<file path="src/rtl/stack_sequencer.sv">
// Stack sequencer: turns PUSH/POP requests into a data-memory access followed by an SP
// writeback. The SP writeback shares the register-file write port, and pipeline writes win.
module stack_sequencer #(
    parameter logic [7:0] SP_TOP = 8'd255,
    parameter logic [1:0] SP_REG = 2'd3
) (
    input  logic       clk,
    input  logic       rst,
    input  logic       op_valid,
    input  logic       op_push,
    input  logic [7:0] push_data,
    output logic       op_ready,
    input  logic [7:0] sp_in,
    input  logic       wb_en,
    input  logic [1:0] wb_addr,
    input  logic [7:0] wb_data,
    output logic       rf_wr_en,
    output logic [1:0] rf_waddr,
    output logic [7:0] rf_wdata,
    output logic [7:0] mem_addr,
    output logic       mem_we,
    output logic       mem_re,
    output logic [7:0] mem_wdata,
    input  logic [7:0] mem_rdata,
    output logic       done,
    output logic [7:0] pop_data,
    output logic       err_ovf,
    output logic       err_unf,
    output logic       err_conflict
);

    localparam logic [2:0] IDLE    = 3'd0;
    localparam logic [2:0] PUSH_WR = 3'd1;
    localparam logic [2:0] POP_RD  = 3'd2;
    localparam logic [2:0] POP_CAP = 3'd3;
    localparam logic [2:0] SP_WR   = 3'd4;

    logic [2:0] state_q, state_d;
    logic [7:0] sp_q, sp_d;
    logic [7:0] data_q, data_d;
    logic       push_q, push_d;
    logic [7:0] pop_data_q, pop_data_d;
    logic       err_ovf_q, err_ovf_d;
    logic       err_unf_q, err_unf_d;
    logic [7:0] new_sp;

    assign new_sp = push_q ? (sp_q - 8'd1) : (sp_q + 8'd1);

    always_comb begin
        state_d    = state_q;
        sp_d       = sp_q;
        data_d     = data_q;
        push_d     = push_q;
        pop_data_d = pop_data_q;
        err_ovf_d  = 1'b0;
        err_unf_d  = 1'b0;
        case (state_q)
            IDLE: begin
                if (op_valid) begin
                    sp_d   = sp_in;
                    data_d = push_data;
                    push_d = op_push;
                    // Rejected ops stay in IDLE and only raise the error pulse next cycle.
                    if (op_push) begin
                        if (sp_in == 8'd0) err_ovf_d = 1'b1;
                        else               state_d   = PUSH_WR;
                    end else begin
                        if (sp_in == SP_TOP) err_unf_d = 1'b1;
                        else                 state_d   = POP_RD;
                    end
                end
            end
            PUSH_WR: state_d = SP_WR;
            POP_RD:  state_d = POP_CAP;
            POP_CAP: begin
                pop_data_d = mem_rdata;
                state_d    = SP_WR;
            end
            SP_WR:   if (!wb_en) state_d = IDLE;
            default: state_d = IDLE;
        endcase
    end

    always_ff @(posedge clk or posedge rst) begin
        if (rst) begin
            state_q    <= IDLE;
            sp_q       <= 8'd0;
            data_q     <= 8'd0;
            push_q     <= 1'b0;
            pop_data_q <= 8'd0;
            err_ovf_q  <= 1'b0;
            err_unf_q  <= 1'b0;
        end else begin
            state_q    <= state_d;
            sp_q       <= sp_d;
            data_q     <= data_d;
            push_q     <= push_d;
            pop_data_q <= pop_data_d;
            err_ovf_q  <= err_ovf_d;
            err_unf_q  <= err_unf_d;
        end
    end

    always_comb begin
        op_ready     = (state_q == IDLE);
        mem_we       = (state_q == PUSH_WR);
        mem_re       = (state_q == POP_RD);
        mem_addr     = 8'd0;
        mem_wdata    = 8'd0;
        if (state_q == PUSH_WR) begin
            mem_addr  = sp_q;
            mem_wdata = data_q;
        end else if (state_q == POP_RD) begin
            mem_addr  = sp_q + 8'd1;
        end
        rf_wr_en     = 1'b0;
        rf_waddr     = 2'd0;
        rf_wdata     = 8'd0;
        done         = 1'b0;
        // The pipeline owns the write port whenever it asks; the SP write just retries.
        if (wb_en) begin
            rf_wr_en = 1'b1;
            rf_waddr = wb_addr;
            rf_wdata = wb_data;
        end else if (state_q == SP_WR) begin
            rf_wr_en = 1'b1;
            rf_waddr = SP_REG;
            rf_wdata = new_sp;
            done     = 1'b1;
        end
        err_conflict = wb_en && (wb_addr == SP_REG) && (state_q != IDLE);
        err_ovf      = err_ovf_q;
        err_unf      = err_unf_q;
        pop_data     = pop_data_q;
    end

endmodule

</file>
<file path="config.mk">
export PLATFORM = sky130hd
export DESIGN_NAME = stack_sequencer
export DESIGN_NICKNAME = d
export VERILOG_FILES = /design/src/rtl/stack_sequencer.sv
export SDC_FILE = /design/constraint.sdc
export NUM_CORES = 1
export LEC_CHECK = 0
export CORE_UTILIZATION = 25
export DETAILED_ROUTE_END_ITERATION = 10
export GPL_ROUTABILITY_DRIVEN = 0
export GPL_TIMING_DRIVEN = 1
export PLACE_DENSITY_LB_ADDON = 0.15
export SETUP_SLACK_MARGIN = 0.05
export SLEW_MARGIN = 0
export SYNTH_ARGS = -nofsm -noshare
export SYNTH_HDL_FRONTEND = slang
export SYNTH_SLANG_ARGS = --single-unit
</file>
<file path="constraint.sdc">
create_clock -name clk -period 2.6 [get_ports clk]
set_clock_uncertainty 0.2 [all_clocks]
set_input_delay 0.52 -clock clk [delete_from_list [all_inputs] [get_ports clk]]
set_output_delay 0.52 -clock clk [all_outputs]
set_load 0.01 [all_outputs]
</file>
==> impl_metrics.json, run 1 <==
{
  "hold_viol_final": 0,
  "ant_nets": 0,
  "cts_tree": "done",
  "critPathRequiredTime_ns": 1.88,
  "drcViolationCount": 0,
  "tightest_slew_ns": 0.419,
  "synth_ff_type": "dfrtp_1",
  "setup_viol": 0,
  "ios": 81,
  "cts_buffer_depth": 2,
  "grt_overflow_total": 0,
  "viasPerCell": 4.58,
  "finalInstanceArea_um2": 3150,
  "slowest_stage": "or4_4",
  "period_needed_ns": 2.55,
  "path_clk_slew_ns": 0.07,
  "relSlewSlack_pct": 72.0,
  "placedCellCount": 373,
  "drive_above_1_share_pct": 35.8,
  "drt_iter0_markers": 35,
  "clk_latency_ns": 0.28,
  "grt_max_degree": 31,
  "synthTopCellsByArea": "dfrtp_1 42%, mux2_2 14%, o21ai_0 3.7%, and2_1 3.2%, nand2_1 3.0%",
  "synth_nets": 220,
  "crit_arrival_ns": 1.83,
  "grt_pass1_wl_um": 8090,
  "synth_edf_count": 0,
  "synth_top_area_share_pct": 42.3,
  "drv_cap": 0,
  "vias": 1811,
  "place_area_um2": 2850,
  "dieWidth_um": 86.2,
  "instances_no_fill": 395,
  "power_density_nw_per_um2": 1090,
  "ys_ff_latch": 30,
  "root_buffer": "clkbuf_8",
  "start_kind": "flip-flop",
  "antenna_found_initial": 0,
  "grt_pass1_vias": 1716,
  "core_um2": 6830,
  "wl_per_cell_um": 13.1,
  "whs_ns": 0.296,
  "max_stage_delay_ns": 0.53,
  "fillCellCount": 701,
  "crit_chain": "or3b_4, or4_4, nand3_2, buf_6",
  "chipHeight_um": 86.2,
  "yosysTopAreaCell": "dfrtp_1",
  "fin_nets": 339,
  "wl_um": 5160,
  "clock.fmax_mhz": 392,
  "synth.distinct_cells": 40,
  "hold_path_class": "flip-flop to flip-flop",
  "ir_worst_vdd_v": 0.000427,
  "firstDrtPassIters": 4,
  "critPathCaptureType": "output port",
  "status": "complete, no violations",
  "htreeDepth": 2,
  "die-area_um2": 7440,
  "numCtsBuffers": 5,
  "crit_type": "flip-flop to output port",
  "netlist_area_um2": 1770,
  "post-route-period-util_pct": 98.2,
  "hpwl_um": 3780,
  "syn_to_final_growth_pct": 77.7,
  "async_flop_share_pct": 100,
  "n_antenna_cell": 0,
  "cts.sinks": 30,
  "p_leak_nw": 1.43,
  "slew_violations": 0,
  "synth_seq_area_share_pct": 42.3,
  "yosysWarningCount": 0,
  "placementRows": 30,
  "crit_fanout": 4,
  "track_usage_pct": 14.0,
  "initial_utilization_pct": 26.0,
  "synth.avg_cell_area_um2": 9.91,
  "totalNegativeSetupSlack_ns": 0,
  "final_util_pct": 46.2,
  "rsz0062_at_grt": "true",
  "synth_cells": 179,
  "io_buffers": 80
}
## per-stage QoR
stage	worst slack (ns)	power, mW
after floorplan	0.330	1.79
after global placement	-0.225	2.70
after detailed placement	-0.209	2.72
after CTS	-0.0512	3.32
after global routing	-0.0277	3.68
final	0.0468	3.43
## registers in the layout, indices dropped and copies added (netlist names)
register and flops:
pop_data 8, err_unf 1, state_q 3, sp_q 8
data_q 8, err_ovf 1, push_q 1
## layout make-up
class                   count  area (um^2)  share of cell area, %
multi-input cells         132         1060                   33.7
well taps                  96          120                   3.81
inverters                   6         25.0                  0.794
clock buffers               5         68.8                   2.18
flip-flops and latches     30          751                   23.8
repair buffers            123         1080                   34.4
clock inverters             3         40.0                   1.27
## final timing paths
kind	from	endpoint	slack, ns	depth (start not counted)
min reg2reg	data_q[0]$_DFFE_PP0P_	data_q[0]$_DFFE_PP0P_	0.30	1
max in group asynchronous	rst	sp_q[3]$_DFFE_PP0P_	1.50	3
min	data_q[0]$_DFFE_PP0P_	data_q[0]$_DFFE_PP0P_	0.30	1
min in group asynchronous	rst	pop_data[7]$_DFFE_PP0N_	0.42	3
max	state_q[0]$_DFFE_PP0P_	mem_addr[7]	0.05	4
max reg2reg	state_q[0]$_DFFE_PP0P_	data_q[6]$_DFFE_PP0P_	0.66	5
## report_power, final
part,total [mW],internal [mW],switching [mW]
registers,0.851,0.690,0.161
clock network,0.457,0.282,0.176
logic,2.13,1.20,0.924
total,3.43,2.17,1.26
## worst max-delay path, delay by kind of cell, from the launching register on
| family | cells | cell delay, ns |
|---|---|---|
| simple gates | 3 | 1.06 |
| flops | 1 | 0.40 |
| buf+inv | 1 | 0.10 |
## synthesized netlist by cell type, types with 4 or more instances
master,number
dfrtp_1,30
mux2_2,22
nand2_1,14
o21ai_0,13
and2_1,9
nor2_1,9
inv_1,6
nand3_1,6
buf_4,5
a21oi_1,4
a22o_1,4
and3_1,4
clkbuf_1,4
xnor2_1,4
## timing repair
action | 4_1_cts | 5_1_grt
resized for setup | 68 | 33
pin swaps | 8 | 12
buffers inserted | 10 | 4
endpoints found under the setup margin | 32 | 17
hold buffers | 0 | 0
## layout by cell type (no fill, tap or decap), types with 3 or more instances in the layout
master / synthesis / final
clkdlybuf4s15_1: 0 / 3
buf_4: 5 / 35
dlygate4sd2_1: 0 / 14
buf_2: 2 / 4
o31ai_1: 3 / 3
xor2_1: 3 / 3
and4_1: 3 / 3
nand3_1: 6 / 5
dfrtp_1: 30 / 30
clkbuf_2: 0 / 7
a22o_1: 4 / 4
nand3b_1: 3 / 3
nor2_1: 9 / 8
clkbuf_8: 0 / 5
inv_1: 6 / 3
buf_6: 0 / 9
o21ai_0: 13 / 13
and2_1: 9 / 9
clkdlybuf4s50_1: 0 / 50
and3_1: 4 / 4
mux2_2: 22 / 22
a21oi_1: 4 / 3
nand2_1: 14 / 14
xnor2_1: 4 / 3
## layer usage
| metal | up-vias | global-route usage [%] | wire length, um | share of wire [%] |
|---|---|---|---|---|
| met5 | - | 0 | 0 | 0 |
| met4 | 0 | 5.76 | 120 | 2.3 |
| met3 | 11 | 4.48 | 422 | 8.2 |
| met2 | 74 | 23.0 | 2380 | 46 |
| met1 | 847 | 17.0 | 2240 | 43 |
| li1 | 879 | - | - | - |
## cell families (layout without fill, tap and decap cells)
family / Yosys count / in the layout / synth area share [%]
simple gates: 66 / 66 / 21.2
compound gates: 35 / 35 / 12.9
flops: 30 / 30 / 42.3
mux: 22 / 22 / 14.0
buf+inv: 17 / 137 / 4.80
xor+xnor: 7 / 7 / 3.46
fa+ha+maj: 2 / 2 / 1.41
Power figures use the tool's default switching activity.
==> run 2: changes to the inputs <==
CORE_MARGIN = 3   (was not set)
GPL_ROUTABILITY_DRIVEN = 1   (was 0)
==> run 2 against run 1 <==
Die area is 9.5% higher. Non-clock buffer count is 2 higher. Critical path type unchanged. First-iteration DRC count is 29% lower.
==> impl_metrics.json, run 2 (synthesis results as in run 1) <==
{
  "ios": 81,
  "dieWidth_um": 90.2,
  "track_usage_pct": 13.2,
  "n_antenna_cell": 0,
  "final_cell_mix": "49 x clkdlybuf4s50_1, 36 x buf_4, 28 x dfrtp_1, 22 x mux2_2, 19 x dlygate4sd2_1",
  "clk_latency_ns": 0.28,
  "p_leak_nw": 1.42,
  "r2r_cells": 7,
  "firstDrtPassIters": 4,
  "hold_viol_final": 0,
  "vias": 1761,
  "grt_max_degree": 19,
  "min_from": "data_q[2]$_DFFE_PP0P_",
  "hpwl_um": 4000,
  "totalNegativeSetupSlack_ns": 0,
  "status": "complete, no violations",
  "layout_commonest_cell": "clkdlybuf4s50_1",
  "r2r_setup_slack_ns": 0.55,
  "r2r_end": "data_q[1]$_DFFE_PP0P_",
  "viasPerCell": 4.44,
  "cts_tree": "done",
  "initial_utilization_pct": 26.0,
  "regToRegStartpoint": "state_q[1]$_DFFE_PP0P_",
  "wl_per_cell_um": 13.6,
  "setup_viol": 0,
  "final_util_pct": 46.4,
  "wl_um": 5400,
  "drcViolationCount": 0,
  "place_congestion": 0.811,
  "antenna_found_initial": 0,
  "fin_nets": 341,
  "placementRows": 30,
  "clock.fmax_mhz": 385,
  "crit_type": "flip-flop to output port",
  "hold_end": "data_q[2]$_DFFE_PP0P_",
  "power_density_nw_per_um2": 1100,
  "hold_buffers": 0,
  "drv_cap": 0,
  "slew_violations": 0,
  "rsz0062_at_grt": "true",
  "cts_buffer_depth": 2,
  "crit_arrival_ns": 1.88,
  "grt_pass1_wl_um": 8760,
  "numCtsBuffers": 5,
  "syn_to_final_growth_pct": 78.8,
  "grt_pass1_vias": 1812,
  "die-area_um2": 8140,
  "io_buffers": 80,
  "core_um2": 6830,
  "start_kind": "flip-flop",
  "chipHeight_um": 90.2,
  "post-route-period-util_pct": 99.8,
  "relSlewSlack_pct": 66.5,
  "grt_overflow_total": 0,
  "critPathRequiredTime_ns": 1.88,
  "crit_fanout": 2,
  "drive_above_1_share_pct": 36.2,
  "root_buffer": "clkbuf_8",
  "period_needed_ns": 2.60,
  "holdPathStages": 1,
  "tightest_slew_ns": 0.501,
  "ant_nets": 0,
  "drt_iter0_markers": 25,
  "htreeDepth": 2,
  "path_clk_slew_ns": 0.06,
  "hold_path_class": "flip-flop to flip-flop",
  "ir_worst_vdd_v": 0.000358,
  "critPathCaptureType": "output port",
  "cts.sinks": 30
}
==> run 2: cell count changes in the layout (fill, tap and decap cells not counted), sizes merged <==
cell           before  now
buf                48   54
clkinvlp            0    1
dlygate4sd2        14   19
clkbuf             12    6
dlymetal6s2s        1    0
clkdlybuf4s50      50   49
clkdlybuf4s15       3    2
inv                 6    5
==> run 2: critical path, cell delays in order, from the launching register on <==
cell,delay [ns]
dfrtp_1,0.40
nand3_2,0.11
or3_4,0.37
or4_1,0.50
nand3_1,0.09
buf_2,0.13
==> run 2: layer usage <==
layer	up-vias	GRT usage [%]	part of all wire [%]	wire, um
li1	886	-	-	-
met1	799	16.2	45	2430
met2	66	21.8	46	2490
met3	10	3.77	6.3	339
met4	0	5.48	2.5	135
met5	-	0	0	0
==> run 2: worst max path at each step <==
stage	from	end	slack, ns
2_1_floorplan	sp_q[0]$_DFFE_PP0P_	rf_wdata[4]	0.33
3_3_place_gp	wb_en	rf_wdata[4]	-0.25
3_5_place_dp	wb_en	rf_wdata[4]	-0.22
4_1_cts	state_q[0]$_DFFE_PP0P_	mem_addr[7]	-0.08
5_1_grt	sp_q[2]$_DFFE_PP0P_	mem_addr[7]	-0.07
6_report	sp_q[4]$_DFFE_PP0P_	mem_addr[7]	0.005
==> run 2: what timing repair did <==
action,in CTS,in global routing
endpoints found under the setup margin,31,14
resized for setup,82,19
pin swaps,9,12
setup buffers,9,9
endpoints found under the hold margin,0,0
==> run 2: cell type report <==
type                            instances  area, um^2
Tap cell                               96         120
Clock inverter                          3        40.0
Fill cell                             684        3660
Multi-Input combinational cell        132        1050
Clock buffer                            5        68.8
Inverter                                6        26.3
Timing Repair Buffer                  125        1120
Sequential cell                        30         753
==> run 2: metrics by stage <==
step	power, mW	std cells	setup slack (ns)	area (um^2)	hold slack (ns)
after global routing	3.74	397	-0.0676	3170	0.324
after detailed placement	2.74	371	-0.223	2850	0.289
after floorplan	1.79	179	0.330	1770	0.272
final	3.49	397	0.00461	3170	0.302
after global placement	2.71	371	-0.254	2850	0.281
after CTS	3.35	388	-0.0759	3060	0.306
==> run 2: power by group <==
group	internal (mW)	total, mW	switching (mW)
sequential	0.694	0.857	0.164
clock	0.282	0.462	0.180
combinational	1.24	2.17	0.930
